**config.mk**
```make
export PLATFORM = sky130hd
export DESIGN_NAME = imem_fetch_ctrl
export DESIGN_NICKNAME = d
export VERILOG_FILES = /design/src/rtl/imem_pkg.sv /design/src/rtl/fetch_resp_fifo.sv /design/src/rtl/imem_fetch_ctrl.sv
export SDC_FILE = /design/constraint.sdc
export NUM_CORES = 1
export LEC_CHECK = 0
export BUFFER_PORTS_ARGS = -buffer_cell sky130_fd_sc_hd__clkbuf_2
export CAP_MARGIN = 10
export CORE_MARGIN = 4
export CORE_UTILIZATION = 46
export CTS_BUF_LIST = sky130_fd_sc_hd__clkbuf_8
export CTS_CLUSTER_DIAMETER = 30
export DETAILED_ROUTE_END_ITERATION = 8
export GPL_TIMING_DRIVEN = 0
export HOLD_SLACK_MARGIN = 0.15
export PLACE_DENSITY_LB_ADDON = 0.2
export RECOVER_POWER = 100
export SYNTH_ARGS = -nofsm -noshare
export SYNTH_HDL_FRONTEND = slang
export SYNTH_HIERARCHICAL = 1
export SYNTH_SLANG_ARGS = --single-unit
export TNS_END_PERCENT = 5
```
**constraint.sdc**
```tcl
create_clock -name clk -period 13 [get_ports clk]
set_clock_uncertainty 0.05 [all_clocks]
set_input_delay 3.25 -clock clk [delete_from_list [all_inputs] [get_ports clk]]
set_output_delay 3.25 -clock clk [all_outputs]
set_load 0.02 [all_outputs]
```
**src/rtl/imem_pkg.sv**
```systemverilog
// Shared types and constants for the instruction fetch path.
// Holds the XLEN, the default reset PC and the in-flight fetch tag.
package imem_pkg;

    localparam int XLEN = 32;
    localparam logic [XLEN-1:0] RESET_PC_DEFAULT = 32'h0000_0000;

    typedef struct packed {
        logic            valid;
        logic [XLEN-1:0] pc;
    } fetch_tag_t;

endpackage

```
**src/rtl/fetch_resp_fifo.sv**
```systemverilog
// Response buffer for fetched words: synchronous write, first-word-fall-through
// head, flush input; head data reads as zero while the buffer is empty.
module fetch_resp_fifo #(
    parameter int DEPTH = 3,
    parameter int WIDTH = 64,
    localparam int CW = $clog2(DEPTH + 1),
    localparam int PW = (DEPTH > 1) ? $clog2(DEPTH) : 1
) (
    input  logic             clk,
    input  logic             rst,
    input  logic             i_flush,
    input  logic             i_push,
    input  logic [WIDTH-1:0] i_wdata,
    input  logic             i_pop,
    output logic             o_valid,
    output logic [WIDTH-1:0] o_rdata,
    output logic [CW-1:0]    o_count
);

    logic [WIDTH-1:0] r_mem [DEPTH];
    logic [PW-1:0]    r_rd;
    logic [PW-1:0]    r_wr;
    logic [CW-1:0]    r_count;
    logic             w_push;
    logic             w_pop;
    logic             w_full;

    function automatic logic [PW-1:0] ptr_inc(input logic [PW-1:0] p);
        return (p == PW'(DEPTH - 1)) ? '0 : p + PW'(1);
    endfunction

    assign w_full = (r_count == CW'(DEPTH));
    assign w_push = i_push & ~i_flush;
    assign w_pop  = i_pop & ~i_flush & (r_count != '0);

    always_ff @(posedge clk) begin
        if (w_push) begin
            r_mem[r_wr] <= i_wdata;
        end
    end

    always_ff @(posedge clk or posedge rst) begin
        if (rst) begin
            r_rd    <= '0;
            r_wr    <= '0;
            r_count <= '0;
        end else if (i_flush) begin
            r_rd    <= '0;
            r_wr    <= '0;
            r_count <= '0;
        end else begin
            if (w_push) r_wr <= ptr_inc(r_wr);
            if (w_pop)  r_rd <= ptr_inc(r_rd);
            case ({w_push, w_pop})
                2'b10:   r_count <= r_count + CW'(1);
                2'b01:   r_count <= r_count - CW'(1);
                default: r_count <= r_count;
            endcase
        end
    end

    assign o_valid = (r_count != '0);
    assign o_rdata = o_valid ? r_mem[r_rd] : '0;
    assign o_count = r_count;

    a_no_overflow: assert property (
        @(posedge clk) disable iff (rst) !(w_push && w_full && !w_pop)
    );

endmodule

```
**src/rtl/imem_fetch_ctrl.sv**
```systemverilog
// Fetch initiator: PC generation, latency tag pipe, credit-based issue.
// Optional perf counters (fetch_cnt, bubble_cnt) under IMEM_FETCH_PERF_EN.
module imem_fetch_ctrl
    import imem_pkg::*;
#(
    parameter logic [XLEN-1:0] RESET_PC = RESET_PC_DEFAULT,
    parameter int READ_LATENCY = 2,
    localparam int FIFO_DEPTH = READ_LATENCY + 1
) (
    input  logic            clk,
    input  logic            rst,
    output logic [XLEN-1:0] imem_addr,
    input  logic [XLEN-1:0] imem_rdata,
    input  logic            redirect_valid,
    input  logic [XLEN-1:0] redirect_pc,
    output logic            instr_valid,
    output logic [XLEN-1:0] instr,
    output logic [XLEN-1:0] instr_pc,
    input  logic            instr_ready
`ifdef IMEM_FETCH_PERF_EN
    ,
    output logic [31:0]     fetch_cnt,
    output logic [31:0]     bubble_cnt
`endif
);

    localparam int CW = $clog2(FIFO_DEPTH + 1);

    fetch_tag_t        r_tag [READ_LATENCY];
    logic [XLEN-1:0]   r_pc;
    logic [7:0]        w_pending;
    logic [7:0]        w_credit;
    logic              w_issue;
    logic              w_pop;
    logic              w_write;
    logic [CW-1:0]     w_count;
    logic [2*XLEN-1:0] w_head;

    always_comb begin
        w_pending = '0;
        for (int i = 0; i < READ_LATENCY; i++) begin
            w_pending = w_pending + {7'd0, r_tag[i].valid};
        end
    end

    // Buffered plus in-flight words must never exceed the buffer size
    assign w_pop    = instr_valid & instr_ready & ~redirect_valid;
    assign w_credit = 8'(w_count) + w_pending - {7'd0, w_pop};
    assign w_issue  = ~redirect_valid & (w_credit < 8'(FIFO_DEPTH));
    assign w_write  = r_tag[READ_LATENCY-1].valid & ~redirect_valid;

    always_ff @(posedge clk or posedge rst) begin
        if (rst) begin
            r_pc <= RESET_PC;
        end else if (redirect_valid) begin
            r_pc <= redirect_pc;
        end else if (w_issue) begin
            r_pc <= r_pc + XLEN'(1);
        end
    end

    always_ff @(posedge clk or posedge rst) begin
        if (rst) begin
            for (int i = 0; i < READ_LATENCY; i++) begin
                r_tag[i] <= '0;
            end
        end else if (redirect_valid) begin
            for (int i = 0; i < READ_LATENCY; i++) begin
                r_tag[i] <= '0;
            end
        end else begin
            r_tag[0].valid <= w_issue;
            r_tag[0].pc    <= r_pc;
            for (int i = 1; i < READ_LATENCY; i++) begin
                r_tag[i] <= r_tag[i-1];
            end
        end
    end

    fetch_resp_fifo #(
        .DEPTH (FIFO_DEPTH),
        .WIDTH (2 * XLEN)
    ) u_fifo (
        .clk     (clk),
        .rst     (rst),
        .i_flush (redirect_valid),
        .i_push  (w_write),
        .i_wdata ({imem_rdata, r_tag[READ_LATENCY-1].pc}),
        .i_pop   (w_pop),
        .o_valid (instr_valid),
        .o_rdata (w_head),
        .o_count (w_count)
    );

    assign imem_addr = r_pc;
    assign instr     = w_head[2*XLEN-1:XLEN];
    assign instr_pc  = w_head[XLEN-1:0];

`ifdef IMEM_FETCH_PERF_EN
    logic [31:0] r_fetch_cnt;
    logic [31:0] r_bubble_cnt;

    always_ff @(posedge clk or posedge rst) begin
        if (rst) begin
            r_fetch_cnt  <= '0;
            r_bubble_cnt <= '0;
        end else begin
            if (w_pop) r_fetch_cnt <= r_fetch_cnt + 32'd1;
            if (instr_ready && !instr_valid) r_bubble_cnt <= r_bubble_cnt + 32'd1;
        end
    end

    assign fetch_cnt  = r_fetch_cnt;
    assign bubble_cnt = r_bubble_cnt;
`endif

endmodule

```
; ---- Yosys cells after proc, flatten, opt, wreduce, memory -nomap -nowiden
; Memories as Yosys holds them, arrays and structs flattened.
; Index checks and enable logic that the tools add are counted.
[word_totals]
register_bits = 104
latch_bits = 0
ramBits = 192
romBits = 0
output_inout_bits = 97
n_memories = 1
[memory_table]
columns = name, words, word_bits, read_ports, rd_ports_with_merged_regs, wr, line
row1 = u_fifo.r_mem, 3, 64, 1, 0, 1, fetch_resp_fifo.sv:20  ; logic [WIDTH-1:0] r_mem [DEPTH];
[op_classes]
addsub = 8
n_mul = 0
div = 0
magnitude_cmp = 1
n_eq_ne = 4
shift = 0
n_mux = 14
bitwise_logic = 8
n_reduce_logical = 5
[op_table]
columns = op, n
row1 = 66-bit 2-to-1 mux, 1
row2 = 32-bit 2-to-1 mux, 2
row3 = 64-bit 2-to-1 mux, 1
row4 = 32-bit by 1-bit adder with 32-bit output (second input constant), 1
row5 = 2-bit 2-to-1 mux, 7
row6 = 8-bit by 2-bit less-than comparator with 1-bit output (second input constant), 1
row7 = 2-bit nonzero test, 4
row8 = 1-bit bitwise AND, 7
row9 = 2-bit by 1-bit adder with 2-bit output (second input constant), 3
row10 = 2-bit == test (second input constant), 3
row11 = 2-bit one-hot mux with 2 select lines, 1
row12 = 3-bit by 1-bit subtractor with 4-bit output, 1
row13 = 2-bit by 2-bit adder with 3-bit output, 1
row14 = 3-bit nonzero test, 1
row15 = 1-bit by 1-bit adder with 2-bit output, 1
row16 = 2-bit by 1-bit == test with 1-bit output (second input constant), 1
row17 = 1-bit 2-to-1 mux, 2
row18 = 2-bit by 1-bit subtractor with 2-bit output (second input constant), 1
row19 = 1-bit NOT, 1

; ---- Logic depth before layout (Yosys ltp)
[depth]
depth_word = 8
ltp_mapped = 15

; ---- Hierarchy
; The synthesis kept the hierarchy.
[modules_own_cells]
columns = module, instances, cells_each, area_each_um2, seq_area_each_um2
row1 = fetch_resp_fifo, 1, 444, 7818.7, 5915.7
row2 = imem_fetch_ctrl, 1, 368, 4150.2, 2452.4

; ---- Worst setup path before layout
; No wires, ideal clock.
[synth_timing]
path_type = input-to-reg
from = input redirect_valid
to = memory u_fifo.r_mem[0][0] (enable)
arrival_ps = 8585
setup_slack_ps = 3800
cell_stages = 7
n_path_buf = 4
path_cell_list = clkbuf_1 > clkbuf_1 > clkbuf_1 > nor2_1 > clkbuf_1 > nand2b_1 > nor3_1
[synth_between]
elab_chain_cells = 5
[synth_rtl]
columns = item, line
row1 = from (decl), imem_fetch_ctrl.sv:14  ; input logic redirect_valid,
row2 = 1-bit NOT, imem_fetch_ctrl.sv:50  ; assign w_write = r_tag[READ_LATENCY-1].valid & ~redirect_valid;
row3 = 1-bit bitwise AND, imem_fetch_ctrl.sv:50
row4 = via w_write, imem_fetch_ctrl.sv:35  ; logic w_write;
row5 = 1-bit bitwise AND, fetch_resp_fifo.sv:33  ; assign w_push = i_push & ~i_flush;
row6 = 1-bit 2-to-1 mux, fetch_resp_fifo.sv:37  ; if (w_push) begin
row7 = 1-bit 2-to-1 mux (not written as such), fetch_resp_fifo.sv:38  ; r_mem[r_wr] <= i_wdata;
row8 = to (decl), fetch_resp_fifo.sv:20
; The timed path passes the listed nets, and every way through them passes these cells.

; ---- Worst setup path after layout
[layout_timing]
from = input redirect_valid
to = register r_pc[30] (netlist: imem_addr[30])
[layout_between]
elab_chain_cells = 6
word_cells_on_any_way = 7
cone_classes = add/sub (1) / order compare (1) / mux (1) / bitwise (3) / reduce/logical (1)
[layout_rtl]
columns = item, line
row1 = 1-bit NOT, imem_fetch_ctrl.sv:47  ; assign w_pop = instr_valid & instr_ready & ~redirect_valid;
row2 = 1-bit bitwise AND, imem_fetch_ctrl.sv:47
row3 = via w_pop, imem_fetch_ctrl.sv:34  ; logic w_pop;
row4 = 3-bit by 1-bit subtractor with 4-bit output, imem_fetch_ctrl.sv:48  ; assign w_credit = 8'(w_count) + w_pending - {7'd0, w_pop};
row5 = 8-bit by 2-bit less-than comparator with 1-bit output, imem_fetch_ctrl.sv:49  ; assign w_issue = ~redirect_valid & (w_credit < 8'(FIFO_DEPTH));
row6 = 1-bit bitwise AND, imem_fetch_ctrl.sv:49
row7 = 2-bit nonzero test (no source line), --
row8 = to (signal assigned), imem_fetch_ctrl.sv:56  ; r_pc <= redirect_pc;
row9 = to (signal assigned), imem_fetch_ctrl.sv:58  ; r_pc <= r_pc + XLEN'(1);
row10 = to (decl), imem_fetch_ctrl.sv:30  ; logic [XLEN-1:0] r_pc;
; The timed path passes the listed nets, and every way through them passes these cells.
; A chain may end at the register's enable or synchronous reset.

==> results_dict.tcl <==
set metrics [dict create \
    ys_seq_elements 296 \
    yosysUniqueCellTypes 54 \
    tritoncts "built" \
    routed_wl_um 23800 \
    dpl.hpwl_um 16400 \
    fmax_mhz 133 \
    grt_pass1_wl_um 37800 \
    die_w_um 169 \
    drive_above_1_share 0.197 \
    synthCells 812 \
    crit_start "redirect_valid" \
    drt_iter0_drc 425 \
    dr.pass1.iters 4 \
    failed_checks "max-capacitance violations, max-slew violations" \
    syn_to_final_growth_pct 19.7 \
    holdBufCountCts 0 \
    final_cell_mix "edfxtp_1 (192), clkbuf_1 (168), dfrtp_1 (104), nor2_1 (84)" \
    path_class "in2reg" \
    cts_buffer_depth 3 \
    final_common_cell "edfxtp_1" \
    grt_max_degree 74 \
    synthXorXnorAreaFrac 0.0205 \
    syn_nets 886 \
    layout.cells.non_filler 1426 \
    synth_compound_area_frac 0.0256 \
    cts_resized 0 \
    fin_crit_sh 0.579 \
    power.leakage_nw 5.21 \
    root_buffer "clkbuf_8" \
    fin_setup_tns_ns 0 \
    die_area_um2 28700 \
    clkTransAtPathRegs_ns 0.06 \
    rows 58 \
    synth_top_family_by_area "multiplexers" \
    setup_violations 0 \
    worst_setup_path_end_kind "register" \
    viasPerCell 4.89 \
    synthSimpleGateAreaFrac 0.109 \
    wl_per_cell_um 16.7 \
    min_period_ns 7.52 \
    synth_adder_area_share 0.00753 \
    worst-path-max-fanout 10 \
    slew_headroom -1.48 \
    io_pins 165 \
    core_region_area_um2 25400 \
    synth-seq-area-share 0.699 \
    p_per_area_nw_per_um2 152 \
    whs_ns 0.404 \
    maxCapViolCount 3 \
    status "finished with violations" \
    muxShareOfSynthArea 0.116 \
    cp.arrival_ns 7.97 \
    dieHeight_um 169 \
    cp_data_required_time_ns 13.45 \
    synth_flop_cell "edfxtp_1" \
    grt_overflow 0 \
    antenna_left 0 \
    rsz0062_at_grt "false" \
    grt_usage 0.165 \
    cts.sinks 296 \
    place.gp.congestion 0.796 \
    synth.avg_cell_area_um2 14.7 \
    tightest_slew_ns 3.72 \
    synth_edf_count 192 \
    initial_utilization 0.471 \
    irDropWorstVdd_uv 77.7 \
    pre_cts_slack_ns 5.35 \
    cts_setup_buffers 0 \
    drc_errors 0 \
    grt_pass1_vias 7226 \
    hp-start "r_tag[18]" \
    fin_ws_ns 5.48 \
    antenna-diode-count 0 \
    numCtsBuffers 57 \
    postLayoutCoreUtil 0.564 \
    async_reset_ff_frac 0.351 \
    io_buffers 163 \
    r2r-start "u_fifo/o_count[1]" \
    antenna_found_initial 0 \
    syn_area_um2 12000 \
    clock_latency_ns 0.58 \
    dp.cells 1322 \
    yosysWarnings 6 \
    finalHoldViolations 0 \
    final_max_slew_viol_count 75 \
    hp-class "reg2reg" \
    vias 6970 \
    critPathLaunchType "input pin" \
    final_nets 1125 \
    h-tree-depth 2 \
]
==> layer usage <==
metal,vias to the layer above,global-route usage,routed length [um]
li1,3401,-,-
met1,3321,0.228,11000
met2,208,0.262,10800
met3,40,0.0419,1450
met4,0,0.0480,490
met5,-,0,0
==> final cells by class <==
class | instances | area, um2
fill | 2204 | 11100
multi-input combinational | 460 | 3270
clock inverter | 40 | 410
buffer | 40 | 199
tap | 330 | 413
clock buffer | 64 | 881
inverter | 16 | 61.3
sequential | 296 | 8370
timing repair buffer | 180 | 722
==> final timing paths <==
path	cells after the start	endpoint	slack, ns
worst min register to register	0	u_fifo/r_mem[2][18]	0.40
max in group asynchronous	3	r_tag[57]	6.00
worst max register to register	14	imem_addr[30]	7.13
min in group asynchronous	2	u_fifo/o_count[1]	2.57
worst max-delay path	12	imem_addr[30]	5.48
worst min-delay path	0	u_fifo/r_mem[2][18]	0.40
==> critical path, stage by stage <==
cell       delay [ns]
clkbuf_1         0.26
clkbuf_1         0.48
clkbuf_1         0.43
nor2_1           0.22
ha_1             0.33
fa_1             0.40
fa_1             0.56
o2111ai_1        0.16
a211oi_1         1.18
nand2_1          0.14
or4_1            0.45
nand3_1          0.09
==> cells in the mapped netlist (2+ instances only) <==
cell,count,area share
edfxtp_1,192,0.48
dfrtp_1,104,0.22
nor2_1,84,0.026
mux2_2,65,0.061
mux2i_1,65,0.054
nor2b_1,58,0.030
nand2_1,45,0.014
o21ai_0,23,0.0096
clkbuf_1,20,0.0063
xnor2_1,18,0.013
inv_1,16,0.0050
nand3_1,10,0.0042
xor2_1,10,0.0073
nor3_1,8,0.0033
o21ai_1,8,0.0033
buf_2,7,0.0029
buf_4,7,0.0044
nand4_1,7,0.0037
a21oi_1,6,0.0025
nor4_1,5,0.0026
ha_1,4,0.0042
nand2b_1,4,0.0021
buf_1,3,0.00094
buf_6,3,0.0028
nor3b_1,3,0.0019
or4_1,3,0.0019
and3_1,2,0.0010
fa_1,2,0.0033
nand3_4,2,0.0029
nand4b_1,2,0.0015
nor4_4,2,0.0036
or3_1,2,0.0010
==> sequential cells by signal, indices dropped and copies added (netlist names) <==
| register | count |
|---|---|
| u_fifo/r_mem | 192 |
| r_tag | 66 |
| imem_addr | 32 |
| u_fifo/o_count | 2 |
| u_fifo/r_rd | 2 |
| u_fifo/r_wr | 2 |
==> logic make-up after synthesis <==
| logic type | after synthesis |
|---|---|
| flip-flops | 296 |
| AND/OR/NAND/NOR | 247 |
| adder cells (fa/ha/maj) | 6 |
| multiplexers | 130 |
| buffers and inverters | 56 |
| AO/OA/AOI/OAI | 49 |
| XOR/XNOR | 28 |
==> report_power, final <==
part / leakage [nW] / switching [mW] / internal (mW)
sequential: 3.11 / 0.0254 / 1.04
combinational: 1.42 / 0.0841 / 0.0445
clock: 0.677 / 0.394 / 0.601
==> per-stage QoR <==
stage	total power [mW]	cell area (um2)
3_3_place_gp	1.21	13200
3_5_place_dp	1.22	13500
2_1_floorplan	1.16	12000
4_1_cts	2.22	14800
5_1_grt	2.28	14300
6_report	2.18	14300
(Power assumes the default switching activity.)
